`src/rtl/neuron_layer_ctrl_pkg.sv`:
```
// Shared types for the neuron layer sequencer: Q8.7 data word, FSM states, watchdog limit.
package neuron_pkg;

  typedef logic signed [15:0] data_t;

  localparam int unsigned FRAC_BITS   = 7;
  localparam int unsigned TIMEOUT_CYC = 1024;

  typedef enum logic [2:0] {
    IDLE,
    CLEAR,
    STREAM,
    DRAIN,
    FINISH,
    WAIT_RES,
    DONE
  } ctrl_state_e;

endpackage

```
`src/rtl/neuron_layer_ctrl_if.sv`:
```
// Layer-control / BRAM / neuron-result bundle. po_error exists only with NEURON_CTRL_TIMEOUT_EN.
interface neuron_layer_ctrl_if #(
  parameter int unsigned IN_AW = 10,
  parameter int unsigned W_AW  = 13,
  parameter int unsigned N_AW  = 4
);
  import neuron_pkg::*;

  logic              pi_start;
  logic              po_busy;
  logic              po_done;
  logic [IN_AW-1:0]  po_input_addr;
  logic [W_AW-1:0]   po_weight_addr;
  logic [N_AW-1:0]   po_bias_addr;
  logic              po_BRAM_en;
  logic              po_valid;
  logic              po_clc_accumulator;
  logic              po_accumulation_done;
  logic              pi_result_valid;
  data_t             pi_result;
  logic              po_out_we;
  logic [N_AW-1:0]   po_out_addr;
  data_t             po_out_data;
`ifdef NEURON_CTRL_TIMEOUT_EN
  logic              po_error;
`endif

  modport master (
    input  pi_start, pi_result_valid, pi_result,
    output po_busy, po_done, po_input_addr, po_weight_addr, po_bias_addr, po_BRAM_en,
           po_valid, po_clc_accumulator, po_accumulation_done, po_out_we, po_out_addr,
           po_out_data
`ifdef NEURON_CTRL_TIMEOUT_EN
    , output po_error
`endif
  );

  modport slave (
    output pi_start, pi_result_valid, pi_result,
    input  po_busy, po_done, po_input_addr, po_weight_addr, po_bias_addr, po_BRAM_en,
           po_valid, po_clc_accumulator, po_accumulation_done, po_out_we, po_out_addr,
           po_out_data
`ifdef NEURON_CTRL_TIMEOUT_EN
    , input po_error
`endif
  );

endinterface

```
`src/rtl/neuron_layer_ctrl_valid_delay_line.sv`:
```
// Fixed-depth shift register that aligns the operand-valid strobe to BRAM read latency.
module valid_delay_line #(
  parameter int unsigned DEPTH = 1
) (
  input  logic pi_clk,
  input  logic pi_rst,
  input  logic pi_in,
  output logic po_out
);

  logic [DEPTH-1:0] sr_q;

  generate
    if (DEPTH == 1) begin : g_one
      always_ff @(posedge pi_clk or negedge pi_rst) begin
        if (!pi_rst) sr_q <= '0;
        else         sr_q <= pi_in;
      end
    end else begin : g_multi
      always_ff @(posedge pi_clk or negedge pi_rst) begin
        if (!pi_rst) sr_q <= '0;
        else         sr_q <= {sr_q[DEPTH-2:0], pi_in};
      end
    end
  endgenerate

  assign po_out = sr_q[DEPTH-1];

endmodule

```
`src/rtl/neuron_layer_ctrl.sv`:
```
// Sequencer for a time-multiplexed MAC neuron: walks neurons x inputs and collects results.
// Optional WAIT_RES watchdog and po_error port enabled by NEURON_CTRL_TIMEOUT_EN.
module neuron_layer_ctrl
  import neuron_pkg::*;
#(
  parameter int unsigned NUM_INPUTS  = 784,
  parameter int unsigned NUM_NEURONS = 10,
  parameter int unsigned BRAM_LAT    = 1,
  parameter int unsigned IN_AW       = 10,
  parameter int unsigned W_AW        = 13,
  parameter int unsigned N_AW        = 4
) (
  input  logic                pi_clk,
  input  logic                pi_rst,
  neuron_layer_ctrl_if.master bus
);

  localparam logic [IN_AW-1:0] LAST_IN    = IN_AW'(NUM_INPUTS - 1);
  localparam logic [N_AW-1:0]  LAST_N     = N_AW'(NUM_NEURONS - 1);
  localparam logic [2:0]       LAST_DRAIN = 3'(BRAM_LAT - 1);
  localparam logic [W_AW-1:0]  W_STEP     = W_AW'(NUM_INPUTS);

  ctrl_state_e      state_q;
  logic [IN_AW-1:0] i_q;
  logic [N_AW-1:0]  n_q;
  logic [W_AW-1:0]  base_q;
  logic [W_AW-1:0]  w_q;
  logic [2:0]       d_q;
  logic             busy_q, done_q, en_q, clc_q, acc_q, we_q;
  logic [N_AW-1:0]  oaddr_q;
  data_t            odata_q;
  logic             valid;
`ifdef NEURON_CTRL_TIMEOUT_EN
  localparam logic [15:0] WD_LAST = 16'(TIMEOUT_CYC - 1);
  logic [15:0]      wd_q;
  logic             error_q;
`endif

  always_ff @(posedge pi_clk or negedge pi_rst) begin
    if (!pi_rst) begin
      state_q <= IDLE;
      i_q     <= '0;
      n_q     <= '0;
      base_q  <= '0;
      w_q     <= '0;
      d_q     <= '0;
      busy_q  <= 1'b0;
      done_q  <= 1'b0;
      en_q    <= 1'b0;
      clc_q   <= 1'b0;
      acc_q   <= 1'b0;
      we_q    <= 1'b0;
      oaddr_q <= '0;
      odata_q <= '0;
`ifdef NEURON_CTRL_TIMEOUT_EN
      wd_q    <= '0;
      error_q <= 1'b0;
`endif
    end else begin
      clc_q  <= 1'b0;
      acc_q  <= 1'b0;
      we_q   <= 1'b0;
      done_q <= 1'b0;
      unique case (state_q)
        IDLE: begin
          if (bus.pi_start) begin
            n_q     <= '0;
            base_q  <= '0;
            clc_q   <= 1'b1;
            busy_q  <= 1'b1;
            state_q <= CLEAR;
          end
        end
        CLEAR: begin
          i_q     <= '0;
          w_q     <= base_q;
          en_q    <= 1'b1;
          state_q <= STREAM;
        end
        STREAM: begin
          // Counters hold at the last input so no out-of-range address is ever presented.
          if (i_q == LAST_IN) begin
            en_q    <= 1'b0;
            d_q     <= '0;
            state_q <= DRAIN;
          end else begin
            i_q <= i_q + IN_AW'(1);
            w_q <= w_q + W_AW'(1);
          end
        end
        DRAIN: begin
          if (d_q == LAST_DRAIN) begin
            acc_q   <= 1'b1;
            state_q <= FINISH;
          end else begin
            d_q <= d_q + 3'd1;
          end
        end
        FINISH: begin
`ifdef NEURON_CTRL_TIMEOUT_EN
          wd_q    <= '0;
`endif
          state_q <= WAIT_RES;
        end
        WAIT_RES: begin
          if (bus.pi_result_valid) begin
            odata_q <= bus.pi_result;
            oaddr_q <= n_q;
            we_q    <= 1'b1;
            if (n_q == LAST_N) begin
              done_q  <= 1'b1;
              busy_q  <= 1'b0;
              state_q <= DONE;
            end else begin
              n_q     <= n_q + N_AW'(1);
              base_q  <= base_q + W_STEP;
              clc_q   <= 1'b1;
              state_q <= CLEAR;
            end
          end
`ifdef NEURON_CTRL_TIMEOUT_EN
          else if (wd_q == WD_LAST) begin
            error_q <= 1'b1;
            busy_q  <= 1'b0;
            state_q <= IDLE;
          end else begin
            wd_q <= wd_q + 16'd1;
          end
`endif
        end
        DONE:    state_q <= IDLE;
        default: state_q <= IDLE;
      endcase
    end
  end

  valid_delay_line #(
    .DEPTH (BRAM_LAT)
  ) u_valid_dly (
    .pi_clk (pi_clk),
    .pi_rst (pi_rst),
    .pi_in  (en_q),
    .po_out (valid)
  );

  assign bus.po_busy              = busy_q;
  assign bus.po_done              = done_q;
  assign bus.po_input_addr        = i_q;
  assign bus.po_weight_addr       = w_q;
  assign bus.po_bias_addr         = n_q;
  assign bus.po_BRAM_en           = en_q;
  assign bus.po_valid             = valid;
  assign bus.po_clc_accumulator   = clc_q;
  assign bus.po_accumulation_done = acc_q;
  assign bus.po_out_we            = we_q;
  assign bus.po_out_addr          = oaddr_q;
  assign bus.po_out_data          = odata_q;
`ifdef NEURON_CTRL_TIMEOUT_EN
  assign bus.po_error             = error_q;
`endif

endmodule

```
`src/flat_wrapper.sv`:
```
// flat-port wrapper written by rule: the top's interface ports become plain ports
module neuron_layer_ctrl_flat import neuron_pkg::*;
#(
  parameter int unsigned NUM_INPUTS  = 784,
  parameter int unsigned NUM_NEURONS = 10,
  parameter int unsigned BRAM_LAT    = 1,
  parameter int unsigned IN_AW       = 10,
  parameter int unsigned W_AW        = 13,
  parameter int unsigned N_AW        = 4
)
  (pi_clk, pi_rst, bus_pi_start, bus_pi_result_valid, bus_pi_result, bus_po_busy, bus_po_done, bus_po_input_addr, bus_po_weight_addr, bus_po_bias_addr, bus_po_BRAM_en, bus_po_valid, bus_po_clc_accumulator, bus_po_accumulation_done, bus_po_out_we, bus_po_out_addr, bus_po_out_data);
  neuron_layer_ctrl_if #(.IN_AW(IN_AW), .W_AW(W_AW), .N_AW(N_AW)) bus_i ();
  input  logic pi_clk;
  input  logic pi_rst;
  input wire logic [$bits(bus_i.pi_start)-1:0] bus_pi_start;
  input wire logic [$bits(bus_i.pi_result_valid)-1:0] bus_pi_result_valid;
  input wire logic [$bits(bus_i.pi_result)-1:0] bus_pi_result;
  output wire logic [$bits(bus_i.po_busy)-1:0] bus_po_busy;
  output wire logic [$bits(bus_i.po_done)-1:0] bus_po_done;
  output wire logic [$bits(bus_i.po_input_addr)-1:0] bus_po_input_addr;
  output wire logic [$bits(bus_i.po_weight_addr)-1:0] bus_po_weight_addr;
  output wire logic [$bits(bus_i.po_bias_addr)-1:0] bus_po_bias_addr;
  output wire logic [$bits(bus_i.po_BRAM_en)-1:0] bus_po_BRAM_en;
  output wire logic [$bits(bus_i.po_valid)-1:0] bus_po_valid;
  output wire logic [$bits(bus_i.po_clc_accumulator)-1:0] bus_po_clc_accumulator;
  output wire logic [$bits(bus_i.po_accumulation_done)-1:0] bus_po_accumulation_done;
  output wire logic [$bits(bus_i.po_out_we)-1:0] bus_po_out_we;
  output wire logic [$bits(bus_i.po_out_addr)-1:0] bus_po_out_addr;
  output wire logic [$bits(bus_i.po_out_data)-1:0] bus_po_out_data;
  assign bus_i.pi_start = bus_pi_start;
  assign bus_i.pi_result_valid = bus_pi_result_valid;
  assign bus_i.pi_result = bus_pi_result;
  assign bus_po_busy = bus_i.po_busy;
  assign bus_po_done = bus_i.po_done;
  assign bus_po_input_addr = bus_i.po_input_addr;
  assign bus_po_weight_addr = bus_i.po_weight_addr;
  assign bus_po_bias_addr = bus_i.po_bias_addr;
  assign bus_po_BRAM_en = bus_i.po_BRAM_en;
  assign bus_po_valid = bus_i.po_valid;
  assign bus_po_clc_accumulator = bus_i.po_clc_accumulator;
  assign bus_po_accumulation_done = bus_i.po_accumulation_done;
  assign bus_po_out_we = bus_i.po_out_we;
  assign bus_po_out_addr = bus_i.po_out_addr;
  assign bus_po_out_data = bus_i.po_out_data;
  neuron_layer_ctrl #(.NUM_INPUTS(NUM_INPUTS), .NUM_NEURONS(NUM_NEURONS), .BRAM_LAT(BRAM_LAT), .IN_AW(IN_AW), .W_AW(W_AW), .N_AW(N_AW)) u_core (.pi_clk(pi_clk), .pi_rst(pi_rst), .bus(bus_i));
endmodule
```
`config.mk`:
```
export PLATFORM = sky130hd
export DESIGN_NAME = neuron_layer_ctrl_flat
export DESIGN_NICKNAME = d
export VERILOG_FILES = /design/src/rtl/neuron_layer_ctrl_pkg.sv /design/src/rtl/neuron_layer_ctrl_if.sv /design/src/rtl/neuron_layer_ctrl_valid_delay_line.sv /design/src/rtl/neuron_layer_ctrl.sv /design/src/flat_wrapper.sv
export SDC_FILE = /design/constraint.sdc
export NUM_CORES = 1
export LEC_CHECK = 0
export ABC_AREA = 1
export CAP_MARGIN = 20
export CORE_ASPECT_RATIO = 0.6
export CORE_UTILIZATION = 60
export DETAILED_ROUTE_END_ITERATION = 16
export DONT_BUFFER_PORTS = 1
export PLACE_DENSITY = 0.74
export SLEW_MARGIN = 10
export SYNTH_ARGS = -nofsm -noshare
export SYNTH_HDL_FRONTEND = slang
export SYNTH_SLANG_ARGS = --single-unit
```
`constraint.sdc`:
```
create_clock -name pi_clk -period 3.83 [get_ports pi_clk]
set_input_delay 0.383 -clock pi_clk [delete_from_list [all_inputs] [get_ports pi_clk]]
set_output_delay 0.383 -clock pi_clk [all_outputs]
set_load 0.01 [all_outputs]
```
==> results.py <==
metrics = {
    "synthesis": {
        "synth_mux_area_share_pct": 0,
        "synthSimpleGateAreaFrac_pct": 33.9,
        "synth_adder_area_share_pct": 2.47,
        "syn_inst": 451,
        "ys_seq_elements": 69,
        "synth_top_family_by_area": "simple AND/OR/NAND/NOR gates",
        "avgSynthCellArea_sq_um": 7.86,
        "synth_warnings": 0,
        "seq_area_frac_synth_pct": 48.7,
        "syn_nets": 478,
        "synth_compound_area_share_pct": 6.50,
        "synth_xor_area_share_pct": 1.98,
        "synth.distinct_cells": 31,
        "syn_area_sq_um": 3540,
    },
    "sta": {
        "tightest_slew_ns": 0.955,
        "relSlewSlack_pct": 36.0,
        "final.setup_skew_ns": 0.00336,
        "fmax_mhz": 430,
        "period_minus_slack_ns": 2.32,
        "setup_tns_ns": 0,
        "setup_viol": 0,
        "finalCritPeriodShare_pct": 60.7,
        "rsz0062_at_grt": "no",
        "hold_violations": 0,
        "maxSlewViolCount": 0,
        "fin_ws_ns": 1.51,
        "whs_ns": 0.148,
    },
    "route": {
        "routed_wl_microns": 7650,
        "drc": 0,
        "wl_per_cell_microns": 14.3,
        "num_vias": 2921,
        "drtAntennaViolNets": 0,
        "drtPass1Iterations": 6,
        "drt_iter0_markers": 160,
        "drt-vias-per-instance": 5.45,
    },
    "clock_network": {
        "cts_buffers": 9,
        "clkTransAtPathRegs_ns": 0.07,
        "cts_buffer_depth": 2,
        "cts_sinks": 69,
        "post-cts-setup-buffers": 0,
        "clk_latency_ns": 0.34,
        "cts_tree": "built",
        "h-tree-depth": 3,
        "cts_root_buffer": "clkbuf_8",
    },
    "final_layout": {
        "seq_area_sq_um": 1730,
        "multiInputGateArea_sq_um": 1590,
        "final_cell_area_sq_um": 3790,
        "antenna_cells": 0,
        "syn_to_final_growth_pct": 6.92,
        "instances_no_fill": 536,
        "final_nets": 478,
        "drive_above_1_share_pct": 7.68,
        "n_fill_cell": 490,
    },
    "global_route": {
        "grt_pass1_wl_microns": 12200,
        "grt_use_total_pct": 26.2,
        "grt_max_degree": 70,
        "grt-ovfl-total": 0,
        "grt_pass1_vias": 2593,
        "antenna_found_initial": 0,
    },
    "placed_design": {
        "io_buffer_count": 0,
        "hpwl_microns": 5270,
        "gp_congestion": 0.865,
        "place_area_sq_um": 3560,
        "place_ws_ns": 1.53,
        "dp_cells": 518,
    },
    "outcome": {
        "outcome": "complete, no violations",
    },
    "floorplanning": {
        "core_area_sq_um": 5620,
        "die_w_microns": 101,
        "floorplan.rows": 21,
        "dieHeight_microns": 61.5,
        "io_pins": 74,
        "initial_core_util_pct": 63.0,
        "dieArea_sq_um": 6230,
    },
    "critical_path": {
        "endpoint_kind": "flop",
        "crit_type": "flop to flop",
        "cp.required_ns": 4.04,
        "cp.arrival_ns": 2.54,
        "reg2reg_slack_ns": 1.51,
        "start_kind": "flop",
        "crit_fanout": 23,
    },
    "flow_run": {
        "max_cap_violations": 0,
    },
    "power": {
        "power_density_nw_per_um2": 670,
        "ir_worst_vdd_v": 0.000337,
        "p_leak_nw": 1.86,
    },
    "hold_path": {
        "hold_path_class": "primary input to flop",
    },
}
==> timing repair <==
item                      in CTS  in global routing
hold endpoints to repair      69                  0
hold buffers                   2                  0
gates resized for setup        0                  0
==> per-layer routing <==
layer | global-route usage, % | share of wire (%) | up-vias
met4 | 10.4 | 0.98 | 0
met5 | 0 | 0 | -
met3 | 9.31 | 8.5 | 8
li1 | - | - | 1447
met1 | 35.8 | 47 | 1335
met2 | 38.5 | 44 | 131
==> where the power goes <==
| group | total (mW) | internal (mW) | switching (mW) |
|---|---|---|---|
| clock | 0.579 | 0.299 | 0.280 |
| combinational | 0.787 | 0.249 | 0.538 |
| sequential | 1.17 | 0.910 | 0.261 |
==> synthesized netlist by cell type <==
library cell	number	share of area, %
a21boi_2	1	0.32
a21oi_1	8	1.1
buf_2	4	0.56
buf_4	2	0.42
buf_6	3	0.95
clkbuf_1	4	0.42
dfrtp_1	69	49
ha_1	7	2.5
inv_1	34	3.6
inv_2	4	0.42
nand2_1	176	19
nand2_2	1	0.18
nand2_4	3	0.95
nand3_1	45	6.4
nand3_2	2	0.56
nand3b_1	1	0.21
nand4_1	10	1.8
nand4_2	1	0.35
nand4_4	1	0.60
nor2_1	27	2.9
nor2_4	2	0.64
nor3_1	2	0.28
o21a_1	1	0.21
o21ai_0	25	3.5
o21ai_1	4	0.56
o21bai_1	1	0.21
o22ai_1	1	0.18
o22ai_2	1	0.35
or2_2	3	0.53
xnor2_1	4	0.99
xor2_1	4	0.99
==> cells by family after synthesis <==
group,after synthesis
compound gates,42
buf+inv,51
simple gates,274
fa+ha+maj,7
xor+xnor,8
flops,69
==> sequential cells by signal, indices dropped and copies added (netlist names), 3 cells and up <==
| register | flops |
|---|---|
| u_core.base_q | 9 |
| u_core.bus.po_bias_addr | 4 |
| u_core.bus.po_input_addr | 10 |
| u_core.bus.po_out_addr | 4 |
| u_core.bus.po_out_data | 16 |
| u_core.bus.po_weight_addr | 13 |
| u_core.d_q | 3 |
| u_core.state_q | 3 |
==> layout make-up <==
type	instances	share of cell area, %
clock buffers	10	3.37
multi-input cells	331	42.0
inverters	38	3.76
well taps	80	2.64
clock inverters	6	1.68
flip-flops and latches	69	45.6
repair buffers	2	0.991
==> path summary, 6_finish.rpt <==
check                                       from                             to  depth (start not counted)
max in group asynchronous                 pi_rst   u_core.bus.po_weight_addr[7]                          2
min in group asynchronous                 pi_rst  u_core.bus.po_weight_addr[11]                          2
max                            u_core.state_q[0]     u_core.bus.po_bias_addr[0]                          7
min                             bus_pi_result[0]      u_core.bus.po_out_data[0]                          2
max reg2reg                    u_core.state_q[0]     u_core.bus.po_bias_addr[0]                          7
min reg2reg                u_core.bus.po_BRAM_en      u_core.u_valid_dly.po_out                          0
==> worst max-delay path, cell delays in order, from the launching register on <==
cell	delay, ns
dfrtp_1	0.49
nand4_2	0.52
inv_2	0.52
nand2_2	0.19
nand2_4	0.21
inv_1	0.11
nand2_1	0.06
o21ai_0	0.07
==> metrics by stage <==
step	util [%]	total power [mW]
floorplan	-	1.79
global placement	63.3	1.91
detailed placement	63.3	1.94
CTS	67.4	2.54
global route	67.4	2.73
finish	67.4	2.54
==> layout by cell type (no fill, tap or decap), drive strengths merged <==
cell type	instances
nand2	180
nor2	29
inv	38
o21a	1
o21ai	29
nand4	12
buf	1
a21boi	1
clkinvlp	2
clkinv	3
or2	3
o22ai	2
xnor2	4
bufinv	1
clkbuf	10
nand3	47
dlygate4sd3	1
xor2	4
nor3	2
o21bai	1
a21oi	8
nand3b	1
dfrtp	69
ha	7
Note: power is estimated with default switching activity, not from simulation.
